## config.mk

```make
export PLATFORM = sky130hd
export DESIGN_NAME = usb_cmd_dispatch
export DESIGN_NICKNAME = d
export VERILOG_FILES = /design/src/rtl/usb_cmd_dispatch.sv
export SDC_FILE = /design/constraint.sdc
export NUM_CORES = 1
export LEC_CHECK = 0
export ABC_AREA = 1
export BUFFER_PORTS_ARGS = -buffer_cell sky130_fd_sc_hd__buf_2
export CELL_PAD_IN_SITES_DETAIL_PLACEMENT = 2
export CELL_PAD_IN_SITES_GLOBAL_PLACEMENT = 2
export CORE_MARGIN = 2
export CORE_UTILIZATION = 32
export DETAILED_ROUTE_END_ITERATION = 8
export GPL_ROUTABILITY_DRIVEN = 0
export PLACE_DENSITY_LB_ADDON = 0.1
export SLEW_MARGIN = 20
export SYNTH_ARGS = -nofsm -noshare
export SYNTH_HDL_FRONTEND = slang
export SYNTH_SLANG_ARGS = --single-unit
```

## constraint.sdc

```tcl
create_clock -name i_clk_sys -period 2.6 [get_ports i_clk_sys]
set_input_delay 0.26 -clock i_clk_sys [delete_from_list [all_inputs] [get_ports i_clk_sys]]
set_output_delay 0.26 -clock i_clk_sys [all_outputs]
set_load 0.02 [all_outputs]
```

## src/rtl/usb_cmd_dispatch.sv

```systemverilog
// Host command sequencer: synchronises USB command strobes into i_clk_sys, executes
// register/acquisition commands and returns a held finish level with a response code.
module usb_cmd_dispatch #(
    parameter int unsigned NREG     = 8,
    parameter int unsigned FIN_HOLD = 8
) (
    input  logic                 i_clk_sys,
    input  logic                 i_rst_n,
    input  logic                 i_cmd_come,
    input  logic [15:0]          i_cmd,
    input  logic [31:0]          i_cmd_param,
    output logic                 o_cmd_finish,
    output logic [15:0]          o_cmd_finish_code,
    output logic [NREG*16-1:0]   o_regs,
    output logic                 o_acq_en,
    output logic                 o_acq_start,
    input  logic                 i_frame_done,
    output logic [15:0]          o_frame_cnt,
    output logic                 o_busy
);

    localparam int unsigned AW = (NREG > 1) ? $clog2(NREG) : 1;
    localparam int unsigned CW = $clog2(FIN_HOLD + 1);

    localparam logic [15:0] OP_WRITE  = 16'h0001;
    localparam logic [15:0] OP_READ   = 16'h0002;
    localparam logic [15:0] OP_START  = 16'h0003;
    localparam logic [15:0] OP_STOP   = 16'h0004;
    localparam logic [15:0] OP_STATUS = 16'h0005;

    typedef enum logic [1:0] {IDLE, EXEC, FIN_HI, FIN_GAP} state_t;

    state_t                   state;
    logic                     come_s1, come_s2, come_d;
    logic [15:0]              cmd_q;
    logic [31:0]              param_q;
    logic [CW-1:0]            hold_cnt;
    logic [NREG-1:0][15:0]    regs_q;
    logic [15:0]              target_q;

    logic                     edge_c;
    logic [15:0]              addr_c;
    logic [15:0]              data_c;
    logic                     addr_ok_c;
    logic [AW-1:0]            idx_c;
    logic                     exec_c;
    logic                     frame_inc_c;
    logic [15:0]              frame_cnt_nx_c;
    logic                     target_hit_c;
    logic                     start_ok_c;
    logic                     stop_c;
    logic                     wr_c;
    logic                     hold_last_c;
    logic [15:0]              code_c;

    assign edge_c         = come_s2 & ~come_d;
    assign addr_c         = param_q[31:16];
    assign data_c         = param_q[15:0];
    assign addr_ok_c      = (addr_c < 16'(NREG));
    assign idx_c          = addr_c[AW-1:0];
    assign exec_c         = (state == EXEC);
    assign frame_inc_c    = i_frame_done & o_acq_en & (o_frame_cnt != 16'hFFFF);
    assign frame_cnt_nx_c = frame_inc_c ? (o_frame_cnt + 16'd1) : o_frame_cnt;
    assign target_hit_c   = i_frame_done & o_acq_en & (target_q != 16'd0) & (frame_cnt_nx_c == target_q);
    assign start_ok_c     = exec_c & (cmd_q == OP_START) & ~o_acq_en;
    assign stop_c         = exec_c & (cmd_q == OP_STOP);
    assign wr_c           = exec_c & (cmd_q == OP_WRITE) & addr_ok_c;
    assign hold_last_c    = (hold_cnt == CW'(FIN_HOLD - 1));
    assign o_regs         = regs_q;

    // Response code for the command currently in EXEC
    always_comb begin
        code_c = 16'hE0FF;
        case (cmd_q)
            OP_WRITE:  code_c = addr_ok_c ? 16'h0000 : 16'hE001;
            OP_READ:   code_c = addr_ok_c ? regs_q[idx_c] : 16'hE001;
            OP_START:  code_c = o_acq_en ? 16'hE004 : 16'h0000;
            OP_STOP:   code_c = frame_cnt_nx_c;
            OP_STATUS: code_c = {o_acq_en, o_frame_cnt[14:0]};
            default:   code_c = 16'hE0FF;
        endcase
    end

    always_ff @(posedge i_clk_sys or negedge i_rst_n) begin
        if (!i_rst_n) begin
            come_s1 <= 1'b0;
            come_s2 <= 1'b0;
            come_d  <= 1'b0;
        end else begin
            come_s1 <= i_cmd_come;
            come_s2 <= come_s1;
            come_d  <= come_s2;
        end
    end

    // Command FSM; edges outside IDLE are dropped since only one command is outstanding
    always_ff @(posedge i_clk_sys or negedge i_rst_n) begin
        if (!i_rst_n) begin
            state             <= IDLE;
            cmd_q             <= 16'h0000;
            param_q           <= 32'h0000_0000;
            hold_cnt          <= '0;
            o_cmd_finish      <= 1'b0;
            o_cmd_finish_code <= 16'h0000;
            o_busy            <= 1'b0;
        end else begin
            case (state)
                IDLE: begin
                    if (edge_c) begin
                        cmd_q   <= i_cmd;
                        param_q <= i_cmd_param;
                        o_busy  <= 1'b1;
                        state   <= EXEC;
                    end
                end
                EXEC: begin
                    o_cmd_finish_code <= code_c;
                    o_cmd_finish      <= 1'b1;
                    hold_cnt          <= '0;
                    state             <= FIN_HI;
                end
                FIN_HI: begin
                    if (hold_last_c) begin
                        o_cmd_finish <= 1'b0;
                        hold_cnt     <= '0;
                        state        <= FIN_GAP;
                    end else begin
                        hold_cnt <= hold_cnt + CW'(1);
                    end
                end
                FIN_GAP: begin
                    if (hold_last_c) begin
                        o_busy   <= 1'b0;
                        hold_cnt <= '0;
                        state    <= IDLE;
                    end else begin
                        hold_cnt <= hold_cnt + CW'(1);
                    end
                end
                default: state <= IDLE;
            endcase
        end
    end

    always_ff @(posedge i_clk_sys or negedge i_rst_n) begin
        if (!i_rst_n) begin
            regs_q <= '0;
        end else if (wr_c) begin
            regs_q[idx_c] <= data_c;
        end
    end

    // Acquisition control; a START clears the counter, swallowing a coincident frame
    always_ff @(posedge i_clk_sys or negedge i_rst_n) begin
        if (!i_rst_n) begin
            o_acq_en    <= 1'b0;
            o_acq_start <= 1'b0;
            o_frame_cnt <= 16'h0000;
            target_q    <= 16'h0000;
        end else begin
            o_acq_start <= 1'b0;
            if (start_ok_c) begin
                target_q    <= data_c;
                o_frame_cnt <= 16'h0000;
                o_acq_en    <= 1'b1;
                o_acq_start <= 1'b1;
            end else begin
                o_frame_cnt <= frame_cnt_nx_c;
                if (target_hit_c || stop_c) begin
                    o_acq_en <= 1'b0;
                end
            end
        end
    end

endmodule
```

==> flow_metrics.py <==
metrics = {
    "sta": {
        "drv_slew": 0,
        "fin_skew_ns": 0.01122,
        "fmax_mhz": 409.3,
        "hold_viol_final": 0,
        "post-route-period-util": 0.9398,
        "relSlewSlack": 0.5607,
        "rsz0062_at_grt": "yes",
        "fin_crit_ns": 2.443,
        "final-setup-viol-count": 0,
        "tightestPinTransition_ns": 0.6582,
    },
    "floorplanning": {
        "core_area_um2": 34290,
        "die-area_um2": 36130,
        "rows": 68,
        "die_w_um": 190.1,
        "die_y_um": 190.1,
        "initial_core_util": 0.3231,
        "num_io_pins": 216,
    },
    "critical_path": {
        "r2r_slack_ns": 0.16,
        "critPathRequiredTime_ns": 3.05,
        "r2r_end": "o_acq_en$_DFFE_PN0P_",
        "reg2reg_depth": 17,
        "setup.worst_path.start_class": "register",
        "path_cells": "ha_1 > inv_1 > nor2_4 > nand2_2 > nor2_1 > nor2_2 > buf_4 > nand2_1 > nand2_1 > nand2_1 > nand2_1 > nor2_1 > nand2_1 > nor2_1 > nand3_1 > nand2_1 > nand2_1",
        "worstPathMaxFanout": 16,
        "r2r-start": "o_frame_cnt[0]$_DFF_PN0_",
        "path_class": "register to register",
        "max_stage_delay_ns": 0.41,
        "endpoint_kind": "register",
        "cp_common_cell": "nand2_1",
        "slowest_stage": "dfrtp_1",
        "arrival_ns": 2.89,
    },
    "global_routing": {
        "track_usage": 0.2592,
        "antenna_found_initial": 1,
        "grt_overflow": 0,
        "grt_max_degree": 66,
        "grt_pass1_wl_mm": 72.35,
        "grt_pass1_vias": 12120,
    },
    "yosys": {
        "async_flop_share": 1.000,
        "syn_area_um2": 11080,
        "syn-num-nets": 1443,
        "ys_types": 40,
        "synth_edf_count": 0,
        "ys.flop_type": "dfrtp_1",
        "yosysWarnings": 0,
        "avgSynthCellArea_um2": 8.000,
        "ys_seq_area_frac": 0.5353,
        "ys_ff_latch": 237,
        "syn-instance-count": 1385,
    },
    "drt": {
        "dr_total_vias": 10970,
        "avgRoutedWirePerCell_um": 21.65,
        "firstDrtPassIters": 4,
        "ant_nets": 0,
        "drtIter0Drc": 461,
        "viasPerCell": 5.112,
        "drc": 0,
        "routed_wl_mm": 46.44,
    },
    "placed_design": {
        "dpl_cell_area_um2": 12900,
        "io_buffers": 215,
        "hpwl_mm": 32.31,
    },
    "clocking": {
        "clock_sinks": 237,
        "clk-insertion-delay-late_ns": 0.56,
        "cts_buffer_depth": 3,
        "cts-root-buf": "clkbuf_16",
        "cts.clk_slew.worst_paths_ns": 0.06,
        "tritoncts": "done",
        "cts_buffers": 30,
        "htree_levels": 1,
    },
    "cells_and_area": {
        "synthToLayoutAreaGrowth_pct": 30.20,
        "finalInstanceArea_um2": 14430,
        "layout.nets": 1724,
        "drive_gt1_frac": 0.1966,
    },
    "pwr": {
        "ir_drop_v": 0.0004853,
        "p_total_uw": 12350,
        "power_density_nw_per_um2": 856.1,
        "p_leak_uw": 0.007056,
    },
    "job": {
        "maxCapViolCount": 0,
    },
    "outcome": {
        "status": "finished, final reports clean",
    },
    "worst_hold_path": {
        "hold_path_class": "input port to async pin",
    },
}
stage by stage:
step	hold slack, ns	setup TNS (ns)	cells	util	setup slack, ns
floorplan	-0.03559	0	1385	-	0.3579
global placement	0.2617	0	2037	0.3763	0.2044
detailed placement	0.2644	0	2037	0.3763	0.1515
CTS	0.2779	0	2142	0.4195	0.09846
global route	0.3012	-0.1023	2144	0.4206	-0.02220
finish	0.2661	0	2145	0.4207	0.1566
cell type report:
| type | instances | area [um2] |
|---|---|---|
| sequential | 237 | 5932 |
| tap | 455 | 569.3 |
| multi-input combinational | 985 | 4526 |
| clock buffer | 44 | 864.6 |
| antenna | 1 | 2.502 |
| clock inverter | 11 | 116.4 |
| timing repair buffer | 312 | 2039 |
| fill | 3959 | 19860 |
| inverter | 100 | 375.4 |
synthesized netlist by cell type, drive strengths merged, types with 4 or more instances:
library cell | n | area share
nand2 | 471 | 0.16
dfrtp | 237 | 0.54
o21ai | 202 | 0.092
inv | 99 | 0.034
nor2 | 95 | 0.036
nand3 | 82 | 0.038
a21oi | 50 | 0.023
clkbuf | 48 | 0.016
buf | 15 | 0.0070
nor3 | 13 | 0.0068
nand4 | 12 | 0.0073
o22ai | 9 | 0.0051
a221oi | 7 | 0.0055
ha | 6 | 0.0068
a41oi | 5 | 0.0040
nor4 | 5 | 0.0028
o31ai | 4 | 0.0027
per-layer routing:
metal | part of all wire | global-route usage
met1 | 0.43 | 0.3298
met3 | 0.048 | 0.04722
met5 | 0 | 0
met2 | 0.50 | 0.4572
met4 | 0.021 | 0.05844
cell families (layout without fill, tap and decap cells):
kind of cell | after synthesis | after routing | synth area share
AND/OR/NAND/NOR | 683 | 683 | 0.2547
AO/OA/AOI/OAI | 291 | 291 | 0.1422
flip-flops | 237 | 237 | 0.5353
buffers and inverters | 163 | 467 | 0.05714
adder cells (fa/ha/maj) | 6 | 6 | 0.006776
XOR/XNOR | 5 | 5 | 0.003953
other | 0 | 1 | 0
registers in the layout (all words and copies together) (netlist names), 2 cells and up:
| name | cells |
|---|---|
| target_q | 16 |
| o_regs | 128 |
| param_q | 32 |
| hold_cnt | 4 |
| cmd_q | 16 |
| o_cmd_finish_code | 16 |
| state | 2 |
| o_frame_cnt | 16 |
worst max-delay path by stage:
stage	startpoint	to	depth (start not counted)
CTS	o_frame_cnt[3]$_DFF_PN0_	o_acq_en$_DFFE_PN0P_	13
finish	o_frame_cnt[0]$_DFF_PN0_	o_acq_en$_DFFE_PN0P_	17
global placement	o_frame_cnt[8]$_DFF_PN0_	o_acq_en$_DFFE_PN0P_	13
detailed placement	o_frame_cnt[0]$_DFF_PN0_	o_acq_en$_DFFE_PN0P_	14
floorplan	o_frame_cnt[0]$_DFF_PN0_	o_acq_en$_DFFE_PN0P_	15
global route	cmd_q[11]$_DFFE_PN0P_	o_regs[12]$_DFFE_PN0P_	11
timing repair:
| action | 4_1_cts | 5_1_grt |
|---|---|---|
| buffers inserted | 0 | 2 |
| endpoints found under the hold margin | 109 | 0 |
| hold buffers | 50 | 0 |
| setup endpoints to repair | 0 | 9 |
| gates resized for setup | 0 | 1 |
where the power goes:
group / internal [uW] / total (uW) / switching (uW) / leakage [uW]
Clock: 2490 / 4160 / 1670 / 0.000474
Sequential: 4180 / 4560 / 374 / 0.00310
Combinational: 1080 / 3630 / 2550 / 0.00349
layout by cell type, fill, tap and decap left out, types with 39 or more instances in the layout:
master / synthesis / final
buf_2: 11 / 214
o21ai_0: 189 / 188
a21oi_1: 50 / 50
nand3_1: 80 / 80
dfrtp_1: 237 / 236
dlygate4sd3_1: 0 / 50
nand2_1: 467 / 467
nor2_1: 87 / 87
inv_1: 99 / 98
buf_4: 0 / 39
critical path: cells and delay by family (launching register included):
kind | cells | cell delay, ns
buffers and inverters | 2 | 0.27
flip-flops | 1 | 0.41
adder cells (fa/ha/maj) | 1 | 0.19
AND/OR/NAND/NOR | 14 | 1.44
Power figures use the tool's default switching activity.
